File: src/rtl/regfile_pkg.sv
// rtl/regfile_pkg.sv - shared register-file widths and write-back entry type
package regfile_pkg;

    localparam int REG_ID_W = 4;
    localparam int DATA_W   = 16;

    typedef struct packed {
        logic [REG_ID_W-1:0] reg_id;
        logic [DATA_W-1:0]   data;
    } wb_entry_t;

endpackage

File: src/rtl/wbq_match.sv
// rtl/wbq_match.sv - youngest-match search over queued write-back entries
module wbq_match
    import regfile_pkg::*;
#(
    parameter int DEPTH = 4,
    parameter int PTR_W = $clog2(DEPTH)
) (
    input  wb_entry_t           i_entries [DEPTH],
    input  logic [DEPTH-1:0]    i_valid,
    input  logic [PTR_W-1:0]    i_head,
    input  logic [REG_ID_W-1:0] i_src_reg,
    output logic                o_hit,
    output logic [DATA_W-1:0]   o_data
);

    logic [PTR_W-1:0] w_slot;

    // Walk slots oldest-to-youngest from the head; a later match overwrites, so the youngest wins.
    always_comb begin
        o_hit  = 1'b0;
        o_data = '0;
        w_slot = '0;
        for (int k = 0; k < DEPTH; k++) begin
            w_slot = i_head + PTR_W'(k);
            if (i_valid[w_slot] && (i_entries[w_slot].reg_id == i_src_reg)) begin
                o_hit  = 1'b1;
                o_data = i_entries[w_slot].data;
            end
        end
    end

endmodule

File: src/rtl/regfile_wb_queue.sv
// rtl/regfile_wb_queue.sv - in-order register write-back FIFO, optional forwarding under REGFILE_WBQ_BYPASS_EN
module regfile_wb_queue
    import regfile_pkg::*;
#(
    parameter int DEPTH = 4
) (
    input  logic                    clk,
    input  logic                    rst,
    input  logic                    in_valid,
    output logic                    in_ready,
    input  logic [REG_ID_W-1:0]     in_reg,
    input  logic [DATA_W-1:0]       in_data,
    input  logic                    drain_en,
    output logic                    wr_en,
    output logic [REG_ID_W-1:0]     wr_reg,
    output logic [DATA_W-1:0]       wr_data,
    input  logic [REG_ID_W-1:0]     src_reg,
    output logic                    fwd_hit,
    output logic [DATA_W-1:0]       fwd_data,
    output logic [$clog2(DEPTH):0]  count,
    output logic                    empty
);

    localparam int PTR_W = $clog2(DEPTH);
    localparam int CNT_W = PTR_W + 1;

    wb_entry_t        r_mem [DEPTH];
    logic [PTR_W-1:0] r_wr_ptr;
    logic [PTR_W-1:0] r_rd_ptr;
    logic [CNT_W-1:0] r_count;

    logic             w_push;
    logic             w_pop;

    // A full queue refuses pushes even when the head drains this cycle.
    assign in_ready = (r_count < CNT_W'(DEPTH));
    assign empty    = (r_count == '0);
    assign count    = r_count;
    assign wr_en    = !empty && drain_en;
    assign wr_reg   = wr_en ? r_mem[r_rd_ptr].reg_id : '0;
    assign wr_data  = wr_en ? r_mem[r_rd_ptr].data   : '0;
    assign w_push   = in_valid && in_ready;
    assign w_pop    = wr_en;

    // Entry storage; contents outside the valid window are don't-care, so no reset.
    always_ff @(posedge clk) begin
        if (w_push) begin
            r_mem[r_wr_ptr] <= '{reg_id: in_reg, data: in_data};
        end
    end

    // Pointers wrap naturally because DEPTH is a power of two.
    always_ff @(posedge clk or negedge rst) begin
        if (!rst) begin
            r_wr_ptr <= '0;
            r_rd_ptr <= '0;
        end else begin
            if (w_push) begin
                r_wr_ptr <= r_wr_ptr + PTR_W'(1);
            end
            if (w_pop) begin
                r_rd_ptr <= r_rd_ptr + PTR_W'(1);
            end
        end
    end

    // Occupancy: simultaneous push and pop leaves the count unchanged.
    always_ff @(posedge clk or negedge rst) begin
        if (!rst) begin
            r_count <= '0;
        end else begin
            case ({w_push, w_pop})
                2'b10:   r_count <= r_count + CNT_W'(1);
                2'b01:   r_count <= r_count - CNT_W'(1);
                default: r_count <= r_count;
            endcase
        end
    end

`ifdef REGFILE_WBQ_BYPASS_EN
    logic [DEPTH-1:0] w_valid;

    // A slot is live when its distance from the head is below the occupancy.
    for (genvar g = 0; g < DEPTH; g++) begin : g_valid
        logic [PTR_W-1:0] w_off;
        assign w_off      = PTR_W'(g) - r_rd_ptr;
        assign w_valid[g] = ({1'b0, w_off} < r_count);
    end

    wbq_match #(
        .DEPTH (DEPTH)
    ) u_match (
        .i_entries (r_mem),
        .i_valid   (w_valid),
        .i_head    (r_rd_ptr),
        .i_src_reg (src_reg),
        .o_hit     (fwd_hit),
        .o_data    (fwd_data)
    );
`else
    logic w_unused_src;

    assign w_unused_src = ^src_reg;
    assign fwd_hit      = 1'b0;
    assign fwd_data     = '0;
`endif

endmodule

File: config.mk
export PLATFORM = sky130hd
export DESIGN_NAME = regfile_wb_queue
export DESIGN_NICKNAME = d
export VERILOG_FILES = /design/src/rtl/regfile_pkg.sv /design/src/rtl/wbq_match.sv /design/src/rtl/regfile_wb_queue.sv
export SDC_FILE = /design/constraint.sdc
export NUM_CORES = 1
export LEC_CHECK = 0
export CORE_MARGIN = 2
export CORE_UTILIZATION = 45
export DETAILED_ROUTE_END_ITERATION = 8
export GPL_TIMING_DRIVEN = 0
export PLACE_DENSITY_LB_ADDON = 0.05
export SLEW_MARGIN = 20
export SYNTH_ARGS = -nofsm -noshare
export SYNTH_HDL_FRONTEND = slang
export SYNTH_SLANG_ARGS = --single-unit
File: constraint.sdc
create_clock -name clk -period 5 [get_ports clk]
set_input_delay 0.75 -clock clk [delete_from_list [all_inputs] [get_ports clk]]
set_output_delay 0.75 -clock clk [all_outputs]
set_load 0.02 [all_outputs]
# Word level (Yosys, flattened, before mapping)
# Memory sizes are Yosys's and may differ from the RTL's.
# Index checks and enable logic that the tools add are counted.
dict set report totals {
  reg_bits 7
  ramBits 80
  in_bits 28
  output_inout_bits 43
  elab_cells 21
  memories 1
}
# name words word_bits rd rd_ports_with_merged_regs write_ports line_no
set mem_list {}
lappend mem_list {r_mem 4 20 1 0 1 regfile_wb_queue.sv:27} ;# wb_entry_t r_mem [DEPTH];
dict set report op_classes {
  add_sub_neg 4
  order_cmp 1
  n_eq_ne 2
  mux 5
  reduce_logical 5
}
# op n
set ops {}
lappend ops {{$mux 16} 1}
lappend ops {{$pmux 3 s2} 1}
lappend ops {{$add 2x1->2 const B} 2}
lappend ops {{$mux 4} 1}
lappend ops {{$add 3x1->3 const B} 1}
lappend ops {{$logic_not 3->1} 1}
lappend ops {{$lt 3x3->1 const B} 1}
lappend ops {{$sub 3x1->3 const B} 1}
lappend ops {{$eq 2x1->1 const B} 1}
lappend ops {{$eq 2x2->1 const B} 1}
lappend ops {{$logic_and 1x1->1} 2}
lappend ops {{$mux 1} 2}
lappend ops {{$reduce_bool 2->1} 1}
lappend ops {{$logic_not 1->1} 1}

# Logic depth before layout (Yosys ltp)
# Gate-level depths: netlist of run 1.
dict set report depth {
  word_depth 5
  depth_mapped 9
  mapped_depth_nobuf 8
}

# Worst setup path after synthesis of run 1
# Ideal clock, no wire load.
dict set report synth_timing {
  path_type {input -> register}
  from {input port drain_en}
  to {register r_count[2] (netlist: count[2])}
  setup_ps 80
  arrival_ps 2332
  t_required_ps 4920
  path_slack_ps 2587
  path_stages 8
  path_buffers 1
  path_cell_list {o31a_1 -> clkbuf_1 -> ha_1 -> inv_1 -> fa_1 -> xor2_1 -> nor2_1 -> xnor2_1}
}
dict set report synth_between {
  elab_chain_len 3
  word_cells_on_any_way 5
  classes_between {eq/ne: 2; mux: 1; reduce/logical: 2}
}
# item line_no
set synth_rtl {}
lappend synth_rtl {{start: declaration} regfile_wb_queue.sv:13} ;# input logic drain_en,
lappend synth_rtl {{$logic_and 1x1->1 (*)} regfile_wb_queue.sv:39} ;# assign wr_en = !empty && drain_en;
lappend synth_rtl {{net wr_en} regfile_wb_queue.sv:14} ;# output logic wr_en,
lappend synth_rtl {{$eq 2x1->1 or $eq 2x2->1 (tied branches)} regfile_wb_queue.sv:72} ;# case ({w_push, w_pop})
lappend synth_rtl {{$pmux 3 s2 or $reduce_bool 2->1 (tied branches)} -}
lappend synth_rtl {{end signal: assignment} regfile_wb_queue.sv:73} ;# 2'b10: r_count <= r_count + CNT_W'(1);
lappend synth_rtl {{end signal: assignment} regfile_wb_queue.sv:74} ;# 2'b01: r_count <= r_count - CNT_W'(1);
lappend synth_rtl {{end signal: assignment} regfile_wb_queue.sv:75} ;# default: r_count <= r_count;
lappend synth_rtl {{end: declaration} regfile_wb_queue.sv:30} ;# logic [CNT_W-1:0] r_count;
# The timed path passes the listed nets; every way through them passes the cells marked *.
# A chain may end at the register's enable or synchronous reset.

# Worst setup path in the final report of run 1
dict set report layout_timing {
  from {input port drain_en}
  to {output port wr_data[8]}
}
dict set report layout_between {
  elab_chain_len 2
}
# item line_no
set layout_rtl {}
lappend layout_rtl {{$logic_and 1x1->1} regfile_wb_queue.sv:39}
lappend layout_rtl {{$mux 16} regfile_wb_queue.sv:41} ;# assign wr_data = wr_en ? r_mem[r_rd_ptr].data : '0;
lappend layout_rtl {{end: declaration} regfile_wb_queue.sv:16} ;# output logic [DATA_W-1:0] wr_data,
# No other way between the ends.

==> results of run 1 <==
==> routing by layer <==
metal,vias to the layer above,part of all wire,track usage
met3,8,0.043,0.02981
li1,810,-,-
met5,-,0,0
met4,0,0.013,0.06618
met2,44,0.49,0.2397
met1,824,0.45,0.1901
==> critical path, cell delays in order <==
cell and delay [ps]:
clkdlybuf4s50_1 460, o31a_1 230, clkbuf_1 440, and2_1 240, clkdlybuf4s50_1 610
==> cell families after synthesis <==
logic type | after synthesis
AOI/OAI and AO/OA | 2
buffers and inverters | 31
and+or+nand+nor | 29
other | 1
xor gates and xnor gates | 6
adders and majority gates | 6
DFF | 87
muxes | 21
==> placed cells by master, fill, tap and decap left out <==
cell type	netlist	final
mux4_1	2	2
nor2b_1	1	1
xor2_1	2	2
buf_4	17	17
clkinv_2	0	1
mux2i_1	1	1
clkdlybuf4s50_1	0	49
o31a_1	1	1
clkinvlp_4	0	1
buf_6	2	2
nand2_1	2	2
clkbuf_1	3	4
conb_1	1	17
xnor2_1	4	4
buf_2	2	2
clkbuf_8	0	10
edfxtp_1	80	80
inv_1	7	7
nor2_1	1	1
ha_1	5	5
and2_2	0	4
bufinv_16	0	2
clkinv_4	0	1
fa_1	1	1
dfrtp_1	7	7
mux4_2	18	18
o21ai_0	1	1
and2_1	24	20
nor3_1	1	1
==> sequential cells by signal, summed over array words and instances, names as in the netlist <==
| signal | flops |
|---|---|
| r_mem | 80 |
| r_wr_ptr | 2 |
| r_rd_ptr | 2 |
| count | 3 |
==> final timing paths <==
check                           depth (start not counted)      from          end  slack [ps]
worst max-delay path                                    5  drain_en   wr_data[8]        1520
worst min-delay path                                    1  count[0]     count[0]         550
worst max register to register                          8  count[0]     count[2]        2690
max in group asynchronous                               1       rst  r_rd_ptr[0]        4060
min in group asynchronous                               1       rst     count[0]         680
worst min register to register                          1  count[0]     count[0]         550
==> synthesized netlist by cell type <==
library cell,instances,share of area
edfxtp_1,80,0.67
and2_1,24,0.042
mux4_2,18,0.11
buf_4,17,0.036
dfrtp_1,7,0.049
inv_1,7,0.0074
ha_1,5,0.018
xnor2_1,4,0.0098
clkbuf_1,3,0.0032
buf_2,2,0.0028
buf_6,2,0.0063
mux4_1,2,0.015
nand2_1,2,0.0021
xor2_1,2,0.0049
conb_1,1,0.0011
fa_1,1,0.0056
mux2i_1,1,0.0028
nor2_1,1,0.0011
nor2b_1,1,0.0018
nor3_1,1,0.0014
o21ai_0,1,0.0014
o31a_1,1,0.0025
==> per-stage QoR <==
step / power (mW) / cells
final: 2.346 / 366
after CTS: 2.378 / 366
after floorplan: 1.540 / 199
after detailed placement: 1.847 / 350
after global routing: 2.482 / 366
after global placement: 1.838 / 350
==> layout make-up <==
cell class	instances	share of cell area
buffer	24	0.03831
tap	102	0.02852
clock inverter	5	0.01818
inverter	7	0.005872
timing repair buffer	49	0.1096
sequential	87	0.5761
multi-input combinational	81	0.1918
clock buffer	11	0.03160
==> power breakdown <==
group          internal, mW  leakage (nW)  switching (mW)
logic                 0.430         0.673           0.409
registers             0.924         0.809          0.0484
clock network         0.295         0.110           0.240
total                  1.65          1.59           0.697
==> flow_summary.json, run 1 <==
{
  "grt_pass1_wl_mm": 9.190,
  "insertion_delay_ps": 340,
  "status": "finished, final reports clean",
  "period_share": 0.6966,
  "place_area_sq_mm": 0.004248,
  "crit_fanout": 11,
  "postLayoutCellArea_sq_mm": 0.004474,
  "postSynthAreaPerCell_sq_um": 19.50,
  "antenna_left": 0,
  "die_x_um": 93.05,
  "finClkSkew_ps": 9.521,
  "hold_slack_ps": 553.7,
  "fin_nets": 293,
  "arrival_ps": 2730,
  "overflow": 0,
  "dieArea_sq_mm": 0.008658,
  "finalCriticalPeriod_ps": 3483,
  "max-slew-margin-rel": 0.6094,
  "hold_viol_final": 0,
  "place_hpwl_mm": 3.652,
  "vdd_ir_drop_max_v": 0.0002574,
  "cts_buffers": 9,
  "drc": 0,
  "rows": 32,
  "fin_ws_ps": 1517,
  "ctsResizeCount": 0,
  "cp.required_ps": 4250,
  "cap_violations": 0,
  "finalSetupViolCount": 0,
  "tightest_slew_ps": 585.9,
  "drtPass1Iterations": 4,
  "place_ws_ps": 1499,
  "fin_setup_tns_ps": 0,
  "synthDistinctLibCells": 22,
  "yosys.area_share.adder": 0.02314,
  "synthMuxAreaShare": 0.1311,
  "antenna_found_initial": 0,
  "synth_compound_area_frac": 0.003857,
  "cts.sinks": 87,
  "synth_cells": 183,
  "yosys.area_share.simple": 0.04839,
  "grt_pass1_vias": 1759,
  "start_util": 0.4642,
  "cts_hold_buf": 0,
  "drive_gt1_frac": 0.2197,
  "core_sq_mm": 0.007687,
  "synth_top_family_by_area": "multiplexers",
  "slew_violations": 0,
  "port_buffers": 49,
  "cts.path.max_buffers": 2,
  "hp-class": "register to register",
  "grt_max_degree": 21,
  "cts-root-buf": "clkbuf_8",
  "end_kind": "primary output",
  "synth-xor-area-share": 0.01473,
  "power.density_mw_per_mm2": 524.4,
  "drt-initial-drc-count": 85,
  "cts_setup_buffers": 0,
  "groute.usage.overall": 0.1462,
  "wire_per_inst_um": 16.08,
  "fillers": 614,
  "syn-cell-area_sq_mm": 0.003568,
  "p_leak_nw": 1.592,
  "viasPerCell": 4.607,
  "num_antenna_cells": 0,
  "path_class": "input pin to primary output",
  "cp-start-kind": "input pin",
  "rsz0062_at_grt": "no",
  "fmax_mhz": 287.1,
  "regArea_sq_mm": 0.002577,
  "cts_tree": "done",
  "clk_pin_slew_ps": 80,
  "ys_ff_latch": 87,
  "ctsHtreeMaxLevel": 3,
  "gp_congestion": 0.6487,
  "yosysWarningCount": 0,
  "wirelength_mm": 5.885,
  "ys_seq_area_frac": 0.7223,
  "area_growth_syn_to_layout_pct": 25.39,
  "multiInputGateArea_sq_um": 858.3,
  "die_y_um": 93.05,
  "vias": 1686,
  "utilization": 0.5820,
  "io_pins": 71
}
Note: power is estimated with default switching activity, not from simulation.
==> run 2: changes to the inputs <==
==> constraint.sdc (replaced) <==
create_clock -name clk -period 3.6 [get_ports clk]
set_input_delay 0.54 -clock clk [delete_from_list [all_inputs] [get_ports clk]]
set_output_delay 0.54 -clock clk [all_outputs]
set_load 0.02 [all_outputs]
==> results of run 2 <==
The final DEF is identical to that of run 1. Status: finished, final reports clean.
Main changes from that run: setup slack after placement 1499 ps -> 519.0 ps; setup slack after layout 1517 ps -> 536.8 ps; hold slack 553.7 ps -> 468.4 ps; register-to-register setup slack 2690 ps -> 1290 ps; total power 2.346 mW -> 3.259 mW; worst IR drop on VDD 0.0002574 V -> 0.0003575 V
